## config.mk

```make
export PLATFORM = sky130hd
export DESIGN_NAME = pwm_duty_ctrl
export DESIGN_NICKNAME = d
export VERILOG_FILES = /design/src/rtl/pwm_duty_ctrl_pkg.sv /design/src/rtl/pwm_duty_ctrl_btn_debounce.sv /design/src/rtl/pwm_duty_ctrl.sv
export SDC_FILE = /design/constraint.sdc
export NUM_CORES = 1
export LEC_CHECK = 0
export ABC_AREA = 1
export BUFFER_PORTS_ARGS = -buffer_cell sky130_fd_sc_hd__buf_4
export CORE_ASPECT_RATIO = 1.2
export CORE_MARGIN = 5
export CORE_UTILIZATION = 44
export CTS_CLUSTER_DIAMETER = 30
export CTS_CLUSTER_SIZE = 16
export DETAILED_ROUTE_END_ITERATION = 10
export PLACE_DENSITY_LB_ADDON = 0.12
export SYNTH_ARGS = -nofsm -noshare
export SYNTH_HDL_FRONTEND = slang
export SYNTH_SLANG_ARGS = --single-unit
```

## constraint.sdc

```tcl
create_clock -name clk -period 1.5 [get_ports clk]
set_clock_uncertainty 0.1 [all_clocks]
set_input_delay 0.3 -clock clk [delete_from_list [all_inputs] [get_ports clk]]
set_output_delay 0.3 -clock clk [all_outputs]
set_load 0.01 [all_outputs]
```

## src/rtl/pwm_duty_ctrl_pkg.sv

```systemverilog
// Shared definitions for the duty controller and the downstream PWM stage.
package pwm_duty_ctrl_pkg;

   // Default duty range shared with the PWM stage
   localparam int DUTY_W_DEF    = 4;
   localparam int DUTY_MAX_DEF  = 10;
   localparam int DUTY_INIT_DEF = 5;

   // Debouncer states
   typedef enum logic [1:0] {
      ST_IDLE            = 2'd0,
      ST_CONFIRM_PRESS   = 2'd1,
      ST_PRESSED         = 2'd2,
      ST_CONFIRM_RELEASE = 2'd3
   } db_state_t;

   // Counter width able to hold 0..n-1, never narrower than one bit
   function automatic int cnt_w(input int n);
      return (n > 1) ? $clog2(n) : 1;
   endfunction

endpackage

```

## src/rtl/pwm_duty_ctrl_btn_debounce.sv

```systemverilog
// Button conditioner: 2-flop synchroniser, debounce FSM and auto-repeat timer.
// Emits a one-cycle step on a confirmed press, then after HOLD_CYCLES and
// every REPEAT_CYCLES thereafter while the button stays pressed.
module btn_debounce
   import pwm_duty_ctrl_pkg::*;
#(
   parameter int DEBOUNCE_CYCLES = 16,
   parameter int HOLD_CYCLES     = 64,
   parameter int REPEAT_CYCLES   = 16
) (
   input  logic clk,
   input  logic rst_n,
   input  logic i_btn,
   output logic o_step
);

   localparam int DCNT_W = cnt_w(DEBOUNCE_CYCLES);
   localparam int RCNT_W = cnt_w((HOLD_CYCLES > REPEAT_CYCLES) ? HOLD_CYCLES : REPEAT_CYCLES);
   localparam logic [DCNT_W-1:0] DCNT_LAST = DCNT_W'(DEBOUNCE_CYCLES - 1);
   localparam logic [RCNT_W-1:0] HOLD_LAST = RCNT_W'(HOLD_CYCLES - 1);
   localparam logic [RCNT_W-1:0] REP_LAST  = RCNT_W'(REPEAT_CYCLES - 1);

   logic [1:0]        r_sync;
   db_state_t         r_state, w_state_nxt;
   logic [DCNT_W-1:0] r_dcnt, w_dcnt_nxt;
   logic [RCNT_W-1:0] r_rcnt, w_rcnt_nxt;
   logic              r_rep, w_rep_nxt;
   logic              r_step, w_step_nxt;
   logic              w_lvl;

   assign w_lvl  = r_sync[1];
   assign o_step = r_step;

   // Synchronise the raw asynchronous button into the clk domain
   always_ff @(posedge clk or negedge rst_n) begin
      if (!rst_n) r_sync <= 2'b00;
      else        r_sync <= {r_sync[0], i_btn};
   end

   // State, counters and registered step pulse
   always_ff @(posedge clk or negedge rst_n) begin
      if (!rst_n) begin
         r_state <= ST_IDLE;
         r_dcnt  <= '0;
         r_rcnt  <= '0;
         r_rep   <= 1'b0;
         r_step  <= 1'b0;
      end else begin
         r_state <= w_state_nxt;
         r_dcnt  <= w_dcnt_nxt;
         r_rcnt  <= w_rcnt_nxt;
         r_rep   <= w_rep_nxt;
         r_step  <= w_step_nxt;
      end
   end

   // Next-state, counter and step decode
   always_comb begin
      w_state_nxt = r_state;
      w_dcnt_nxt  = r_dcnt;
      w_rcnt_nxt  = r_rcnt;
      w_rep_nxt   = r_rep;
      w_step_nxt  = 1'b0;
      case (r_state)
         ST_IDLE: begin
            w_dcnt_nxt = '0;
            w_rcnt_nxt = '0;
            w_rep_nxt  = 1'b0;
            if (w_lvl) w_state_nxt = ST_CONFIRM_PRESS;
         end
         ST_CONFIRM_PRESS: begin
            if (!w_lvl) begin
               w_state_nxt = ST_IDLE;
               w_dcnt_nxt  = '0;
            end else if (r_dcnt == DCNT_LAST) begin
               // Confirmed press: first step, hold timer starts now
               w_state_nxt = ST_PRESSED;
               w_dcnt_nxt  = '0;
               w_rcnt_nxt  = '0;
               w_rep_nxt   = 1'b0;
               w_step_nxt  = 1'b1;
            end else begin
               w_dcnt_nxt = r_dcnt + 1'b1;
            end
         end
         ST_PRESSED: begin
            if (!w_lvl) begin
               w_state_nxt = ST_CONFIRM_RELEASE;
               w_dcnt_nxt  = '0;
            end else if ((!r_rep && r_rcnt == HOLD_LAST) || (r_rep && r_rcnt == REP_LAST)) begin
               w_step_nxt = 1'b1;
               w_rcnt_nxt = '0;
               w_rep_nxt  = 1'b1;
            end else begin
               w_rcnt_nxt = r_rcnt + 1'b1;
            end
         end
         ST_CONFIRM_RELEASE: begin
            // A bounce back high resumes the press without a new step;
            // the repeat timer is held meanwhile
            if (w_lvl) begin
               w_state_nxt = ST_PRESSED;
               w_dcnt_nxt  = '0;
            end else if (r_dcnt == DCNT_LAST) begin
               w_state_nxt = ST_IDLE;
               w_dcnt_nxt  = '0;
            end else begin
               w_dcnt_nxt = r_dcnt + 1'b1;
            end
         end
         default: w_state_nxt = ST_IDLE;
      endcase
   end

endmodule

```

## src/rtl/pwm_duty_ctrl.sv

```systemverilog
// Duty-cycle register driven by debounced inc/dec buttons with auto-repeat.
// Duty saturates at 0 and DUTY_MAX; simultaneous inc+dec steps cancel.
module pwm_duty_ctrl
   import pwm_duty_ctrl_pkg::*;
#(
   parameter int DUTY_W          = DUTY_W_DEF,
   parameter int DUTY_MAX        = DUTY_MAX_DEF,
   parameter int DUTY_INIT       = DUTY_INIT_DEF,
   parameter int DEBOUNCE_CYCLES = 16,
   parameter int HOLD_CYCLES     = 64,
   parameter int REPEAT_CYCLES   = 16
) (
   input  logic              clk,
   input  logic              rst_n,
   input  logic              btn_inc,
   input  logic              btn_dec,
   output logic [DUTY_W-1:0] duty,
   output logic              duty_upd,
   output logic              at_max,
   output logic              at_min
);

   localparam logic [DUTY_W-1:0] D_MAX  = DUTY_W'(DUTY_MAX);
   localparam logic [DUTY_W-1:0] D_INIT = DUTY_W'(DUTY_INIT);

   logic              w_inc, w_dec;
   logic [DUTY_W-1:0] r_duty, w_duty_nxt;
   logic              r_upd, w_chg;
   logic              r_at_max, r_at_min;

   btn_debounce #(
      .DEBOUNCE_CYCLES(DEBOUNCE_CYCLES),
      .HOLD_CYCLES    (HOLD_CYCLES),
      .REPEAT_CYCLES  (REPEAT_CYCLES)
   ) u_db_inc (
      .clk   (clk),
      .rst_n (rst_n),
      .i_btn (btn_inc),
      .o_step(w_inc)
   );

   btn_debounce #(
      .DEBOUNCE_CYCLES(DEBOUNCE_CYCLES),
      .HOLD_CYCLES    (HOLD_CYCLES),
      .REPEAT_CYCLES  (REPEAT_CYCLES)
   ) u_db_dec (
      .clk   (clk),
      .rst_n (rst_n),
      .i_btn (btn_dec),
      .o_step(w_dec)
   );

   // Saturating step; a blocked or cancelled step is not a change
   always_comb begin
      w_duty_nxt = r_duty;
      w_chg      = 1'b0;
      if (w_inc && !w_dec && r_duty != D_MAX) begin
         w_duty_nxt = r_duty + 1'b1;
         w_chg      = 1'b1;
      end else if (w_dec && !w_inc && r_duty != '0) begin
         w_duty_nxt = r_duty - 1'b1;
         w_chg      = 1'b1;
      end
   end

   // Duty and its flags update together on the same edge
   always_ff @(posedge clk or negedge rst_n) begin
      if (!rst_n) begin
         r_duty   <= D_INIT;
         r_upd    <= 1'b0;
         r_at_max <= (D_INIT == D_MAX);
         r_at_min <= (D_INIT == '0);
      end else begin
         r_duty   <= w_duty_nxt;
         r_upd    <= w_chg;
         r_at_max <= (w_duty_nxt == D_MAX);
         r_at_min <= (w_duty_nxt == '0);
      end
   end

   assign duty     = r_duty;
   assign duty_upd = r_upd;
   assign at_max   = r_at_max;
   assign at_min   = r_at_min;

endmodule

```

==> results of run 1 <==
-- cells in the final DEF, fill, tap and decap left out, drive strengths merged --
| cell type | synthesis | layout |
|---|---|---|
| xnor2 | 1 | 1 |
| dfrtp | 37 | 37 |
| o22ai | 1 | 1 |
| xor2 | 3 | 3 |
| nand3 | 26 | 27 |
| a21boi | 1 | 1 |
| mux2 | 1 | 1 |
| inv | 39 | 39 |
| nor2 | 28 | 28 |
| clkinv | 0 | 1 |
| nor3 | 11 | 11 |
| dlygate4sd3 | 0 | 2 |
| buf | 1 | 67 |
| ha | 16 | 16 |
| nand4 | 1 | 1 |
| nand2 | 67 | 67 |
| a21oi | 15 | 15 |
| o21ai | 14 | 14 |
| bufinv | 0 | 1 |
| dfstp | 2 | 2 |
| a22o | 2 | 2 |
| clkbuf | 0 | 6 |
| a211oi | 1 | 1 |
-- worst max-delay path by stage --
stage	start	slack [ns]	end
global route	duty[0]	-0.18	at_min
CTS	duty[0]	-0.09	at_min
finish	flip-flop	-0.11	u_db_dec.r_rep
floorplan	duty[0]	-0.03	at_min
detailed placement	u_db_dec.r_state[0]	-0.16	u_db_dec.r_rcnt[5]
global placement	u_db_dec.r_state[0]	-0.10	u_db_dec.r_rcnt[2]
-- flip-flops by register name, indices dropped and copies added (netlist names), named ones only --
register	cells
u_db_dec.r_state	1
u_db_dec.r_sync	2
u_db_dec.o_step	1
at_min	1
at_max	1
u_db_inc.r_dcnt	4
u_db_inc.r_sync	2
u_db_inc.r_state	1
u_db_inc.r_rcnt	6
u_db_dec.r_rep	1
duty_upd	1
u_db_inc.o_step	1
duty	4
u_db_inc.r_rep	1
u_db_dec.r_dcnt	4
u_db_dec.r_rcnt	6
-- cell type report --
cell class                      count  area, µm²  area share
Clock buffer                        6       82.6      0.0236
Clock inverter                      2       35.0      0.0100
Inverter                           39        159      0.0454
Multi-Input combinational cell    189       1580       0.451
Sequential cell                    39        983       0.281
Tap cell                           60       75.1      0.0214
Timing Repair Buffer               69        588       0.168
-- worst register-to-register path: cells and delay by family, from the launching register on --
family                     cells  cell delay, ns
DFF                            1            0.45
buffers and inverters          1            0.10
and+or+nand+nor                3            0.41
adders and majority gates      1            0.20
AOI/OAI and AO/OA              2            0.29
-- synth_stat cells (all sizes together) --
master   n
nand2   67
o22ai    1
a22o     2
nand3   26
a21boi   1
nor2    28
o21ai   14
inv     39
nor3    11
ha      16
a211oi   1
mux2     1
dfstp    2
xnor2    1
nand4    1
buf      1
a21oi   15
xor2     3
dfrtp   37
-- power groups by stage --
stage          Sequential, W  Combinational, W  Clock, W
2_1_floorplan        0.00159           0.00149         0
3_3_place_gp         0.00157           0.00244         0
3_5_place_dp         0.00158           0.00248         0
4_1_cts              0.00157           0.00317  0.000955
5_1_grt              0.00167           0.00454  0.000995
6_report             0.00163           0.00421  0.000935
-- per-stage QoR --
| step | util | cell area (µm²) |
|---|---|---|
| floorplan | - | 2250 |
| global placement | 0.542 | 2660 |
| detailed placement | 0.542 | 2660 |
| CTS | 0.626 | 3070 |
| global route | 0.714 | 3500 |
| finish | 0.714 | 3500 |
-- cell families (layout without fill, tap and decap cells) --
kind of cell             Yosys count  in the layout  share of synthesized area
buffers and inverters             40            116                     0.0715
AND/OR/NAND/NOR                  133            134                      0.283
XOR/XNOR                           4              4                     0.0159
multiplexers                       1              1                    0.00511
AO/OA/AOI/OAI                     34             34                     0.0902
flip-flops                        39             39                      0.444
adder cells (fa/ha/maj)           16             16                     0.0908
-- metal layers --
layer,vias up,part of all wire
met5,-,0
met1,969,0.40
met4,0,0.022
li1,1019,-
met2,23,0.55
met3,9,0.025
-- what timing repair did --
action / in CTS / in global routing
endpoints found under the setup margin: 25 / 34
hold endpoints to repair: 38 / 0
gates cloned: 1 / 0
setup buffers: 12 / 10
hold buffers: 2 / 0
pin swaps: 21 / 44
gates resized for setup: 48 / 92
==> results.json, run 1 <==
{
  "die_w_um": 74.6,
  "num_rows": 28,
  "period_minus_slack_ns": 1.61,
  "clkSinkCount": 39,
  "met1_usage": 0.191,
  "critPathCaptureType": "flip-flop",
  "dp_cells": 371,
  "clockBufferDepth": 2,
  "die_y_um": 87.5,
  "drv_cap": 0,
  "hold_ws_ns": 0.00631,
  "via_count": 2020,
  "fin_nets": 363,
  "grt_use_total": 0.162,
  "hold_path.startpoint": "btn_dec",
  "grt_use_met2": 0.289,
  "dpl.hpwl_um": 3040,
  "detail_route.iter0.violations": 45,
  "slew_viol_final": 0,
  "cts_tree": "yes",
  "grt-busiest-layer": "met2",
  "dp_slack_ns": -0.162,
  "synth_nets": 287,
  "hold_class": "in -> reg",
  "crit_family": "flip-flops",
  "synthToLayoutAreaGrowth_pct": 58.9,
  "ys_seq_area_frac": 0.444,
  "ys_types": 28,
  "ff2ff_setup_slack_ns": -0.11,
  "fmax_mhz": 621,
  "ys_ff_latch": 39,
  "critPathSlowestCell": "dfrtp_1",
  "hold_violations": 0,
  "grt.overflow.total": 0,
  "dieArea_um2": 6530,
  "yosys.area.top_type": "dfrtp_1",
  "first_global_vias": 1933,
  "fin_total_pwr_w": 0.00678,
  "yosys-top-cells-area": "dfrtp_1, nand2_1, ha_1, inv_1, nand3_1",
  "root_buffer": "clkbuf_8",
  "tightest_slew_ns": 0.498,
  "ant_nets": 0,
  "cts_max_level": 2,
  "internal-power_w": 0.00390,
  "yosysWarnings": 0,
  "vdd_drop_max_mv": 1.39,
  "hold_depth": 1,
  "rsz0062_at_grt": "true",
  "p_per_area_nw_per_um2": 1930,
  "clkTransAtPathRegs_ns": 0.08,
  "synthCells": 267,
  "min_to": "u_db_dec.r_sync[0]",
  "drc_errors": 0,
  "yosys.area.top_type_share": 0.420,
  "via_per_inst": 5.00,
  "cts-buffers-inserted": 5,
  "drive_above_1_share": 0.538,
  "core-area_um2": 4900,
  "clkPwrFrac": 0.138,
  "grt_first_pass_wirelength_um": 8190,
  "start_kind": "flip-flop",
  "crit_cells": 7,
  "diodes": 0,
  "crit_buf_inv": 1,
  "period_share": 1.07,
  "clk_latency_ns": 0.30,
  "layoutNonFillerInstCount": 404,
  "p_switching_w": 0.00288,
  "r2r_cells": 7,
  "setup_tns_ns": -1.51,
  "avgSynthCellArea_um2": 8.26,
  "p_leak_nw": 1.65,
  "wl_per_cell_um": 13.8,
  "nFillCells": 364,
  "syn-cell-area_um2": 2200,
  "antenna_found_initial": 0,
  "crit_chain": "inv_2, ha_4, o21ai_4, nand3_4, nor2_4, nand2_1, o21ai_1",
  "grtUsageMet3": 0.0310,
  "violations": "negative setup slack",
  "cp.arrival_ns": 1.74,
  "rr_endpoint": "u_db_dec.r_rep",
  "combPwrFrac": 0.622,
  "required_ns": 1.62,
  "firstDrtPassIters": 4,
  "wl_um": 5560,
  "crit_type": "reg -> reg",
  "initial_core_util": 0.449,
  "routabilityCongestion": 0.769,
  "setup_violations": 26,
  "seqPwrFrac": 0.240,
  "pin_count": 11,
  "max_stage_delay_ns": 0.45,
  "grt_max_degree": 40,
  "status": "finished, violations left",
  "max-slew-margin-rel": 0.668,
  "port_buffers": 10,
  "setup_ws_ns": -0.111,
  "worstPathMaxFanout": 5,
  "swShare": 0.424
}
Note: power is estimated with default switching activity, not from simulation.
==> run 2: changes to the inputs <==
==> constraint.sdc (replaced) <==
create_clock -name clk -period 1.5 [get_ports clk]
set_clock_uncertainty 0.1 [all_clocks]
set_input_delay 0.15 -clock clk [delete_from_list [all_inputs] [get_ports clk]]
set_output_delay 0.15 -clock clk [all_outputs]
set_load 0.01 [all_outputs]
==> run 2 against run 1 <==
Effect of this change:
- the run still ends with negative setup slack left
- first-iteration DRC count up 42%
- maximum frequency up 0.72%
- final area down 1.1%
- worst setup slack better by 0.012 ns
==> results.json, run 2 (synthesis gave the netlist of run 1 again) <==
{
  "mostFrequentLayoutCell": "buf_4",
  "period_minus_slack_ns": 1.60,
  "placed_area_um2": 2660,
  "top_regs": "u_db_dec.r_rcnt: 6 flops, u_db_inc.r_rcnt: 6 flops",
  "first_global_vias": 1942,
  "clkTransAtPathRegs_ns": 0.08,
  "r2r_cells": 9,
  "hold_class": "in -> async",
  "dp_cells": 371,
  "wl_um": 5460,
  "p_leak_nw": 1.63,
  "grt.overflow.total": 0,
  "wl_per_cell_um": 13.6,
  "crit_type": "reg -> reg",
  "routabilityCongestion": 0.769,
  "vdd_drop_max_mv": 1.30,
  "setup_violations": 23,
  "grt_max_degree": 40,
  "port_buffers": 10,
  "pin_count": 11,
  "fmax_mhz": 625,
  "period_share": 1.07,
  "drive_above_1_share": 0.528,
  "drc_errors": 0,
  "die_w_um": 74.6,
  "fin_total_pwr_w": 0.00657,
  "cp.arrival_ns": 1.74,
  "cts_tree": "yes",
  "final_cell_mix": "buf_4, nand2_1, dfrtp_1",
  "clk_latency_ns": 0.30,
  "cts-buffers-inserted": 5,
  "fin_nets": 360,
  "tightest_slew_ns": 0.499,
  "ant_nets": 0,
  "clockBufferDepth": 2,
  "status": "finished, violations left",
  "drv_cap": 0,
  "dp_slack_ns": -0.162,
  "start_kind": "flip-flop",
  "grt_first_pass_wirelength_um": 8250,
  "max-slew-margin-rel": 0.667,
  "num_rows": 28,
  "synthToLayoutAreaGrowth_pct": 57.2,
  "violations": "negative setup slack",
  "hold_violations": 0,
  "root_buffer": "clkbuf_8",
  "cts_max_level": 2,
  "setup_ws_ns": -0.0999,
  "final_area_um2": 3460,
  "core-area_um2": 4900,
  "diodes": 0,
  "layoutNonFillerInstCount": 401,
  "dpl.hpwl_um": 3040,
  "dieArea_um2": 6530,
  "detail_route.iter0.violations": 64,
  "grt_use_total": 0.163,
  "antenna_found_initial": 0,
  "slew_viol_final": 0,
  "required_ns": 1.64,
  "worstPathMaxFanout": 3,
  "p_per_area_nw_per_um2": 1900,
  "die_y_um": 87.5,
  "hold_ws_ns": 0.247,
  "clkSinkCount": 39,
  "via_count": 2007,
  "critPathCaptureType": "flip-flop",
  "initial_core_util": 0.449,
  "rsz0062_at_grt": "true",
  "firstDrtPassIters": 4,
  "via_per_inst": 5.00
}
run 2: routing by layer:
layer,wire (µm),vias to the layer above,share of wire,GRT usage
li1,-,1013,-,-
met1,2170,960,0.40,0.192
met2,3030,23,0.55,0.293
met3,140,11,0.026,0.0310
met4,123,0,0.023,0.0599
met5,0,-,0,0
run 2: what timing repair did:
| item | CTS | global route |
|---|---|---|
| endpoints found under the setup margin | 23 | 32 |
| hold buffers | 3 | 0 |
| gates resized for setup | 48 | 85 |
| hold endpoints to repair | 39 | 0 |
| setup buffers | 12 | 7 |
| gates cloned | 1 | 0 |
| pin swaps | 21 | 44 |
run 2: final timing paths:
kind	to	startpoint	slack, ns
max	at_min	duty[0]	-0.1
min	duty_upd	rst_n	0.25
max reg2reg	at_min	duty[0]	-0.1
min reg2reg	u_db_dec.r_sync[1]	u_db_dec.r_sync[0]	0.26
max in group asynchronous	async pin	rst_n	0.66
min in group clk	u_db_dec.r_sync[1]	u_db_dec.r_sync[0]	0.26
run 2: final cells by class:
class | instances | area (µm²)
repair buffers | 66 | 557
inverters | 39 | 159
multi-input cells | 189 | 1570
flip-flops and latches | 39 | 983
clock inverters | 2 | 35.0
clock buffers | 6 | 82.6
fillers | 368 | 1440
well taps | 60 | 75.1
run 2: power breakdown:
| part | switching, W | total (W) | internal [W] |
|---|---|---|---|
| combinational | 0.00209 | 0.00401 | 0.00192 |
| clock | 0.000391 | 0.000930 | 0.000539 |
| sequential | 0.000297 | 0.00163 | 0.00134 |
run 2: critical path: stages, from the launching register on:
cell,delay [ns]
dfstp_2,0.57
inv_4,0.06
ha_4,0.16
nand2_1,0.06
nand2_1,0.05
nand3_1,0.09
nand2_2,0.08
a21boi_4,0.19
nand2_1,0.08
nor2_2,0.10
run 2: through the flow:
stage,TNS (ns),utilization
5_1_grt,-2.91,0.706
3_3_place_gp,-0.928,0.542
4_1_cts,-0.260,0.628
6_report,-1.23,0.706
3_5_place_dp,-1.43,0.542
2_1_floorplan,-0.0519,-
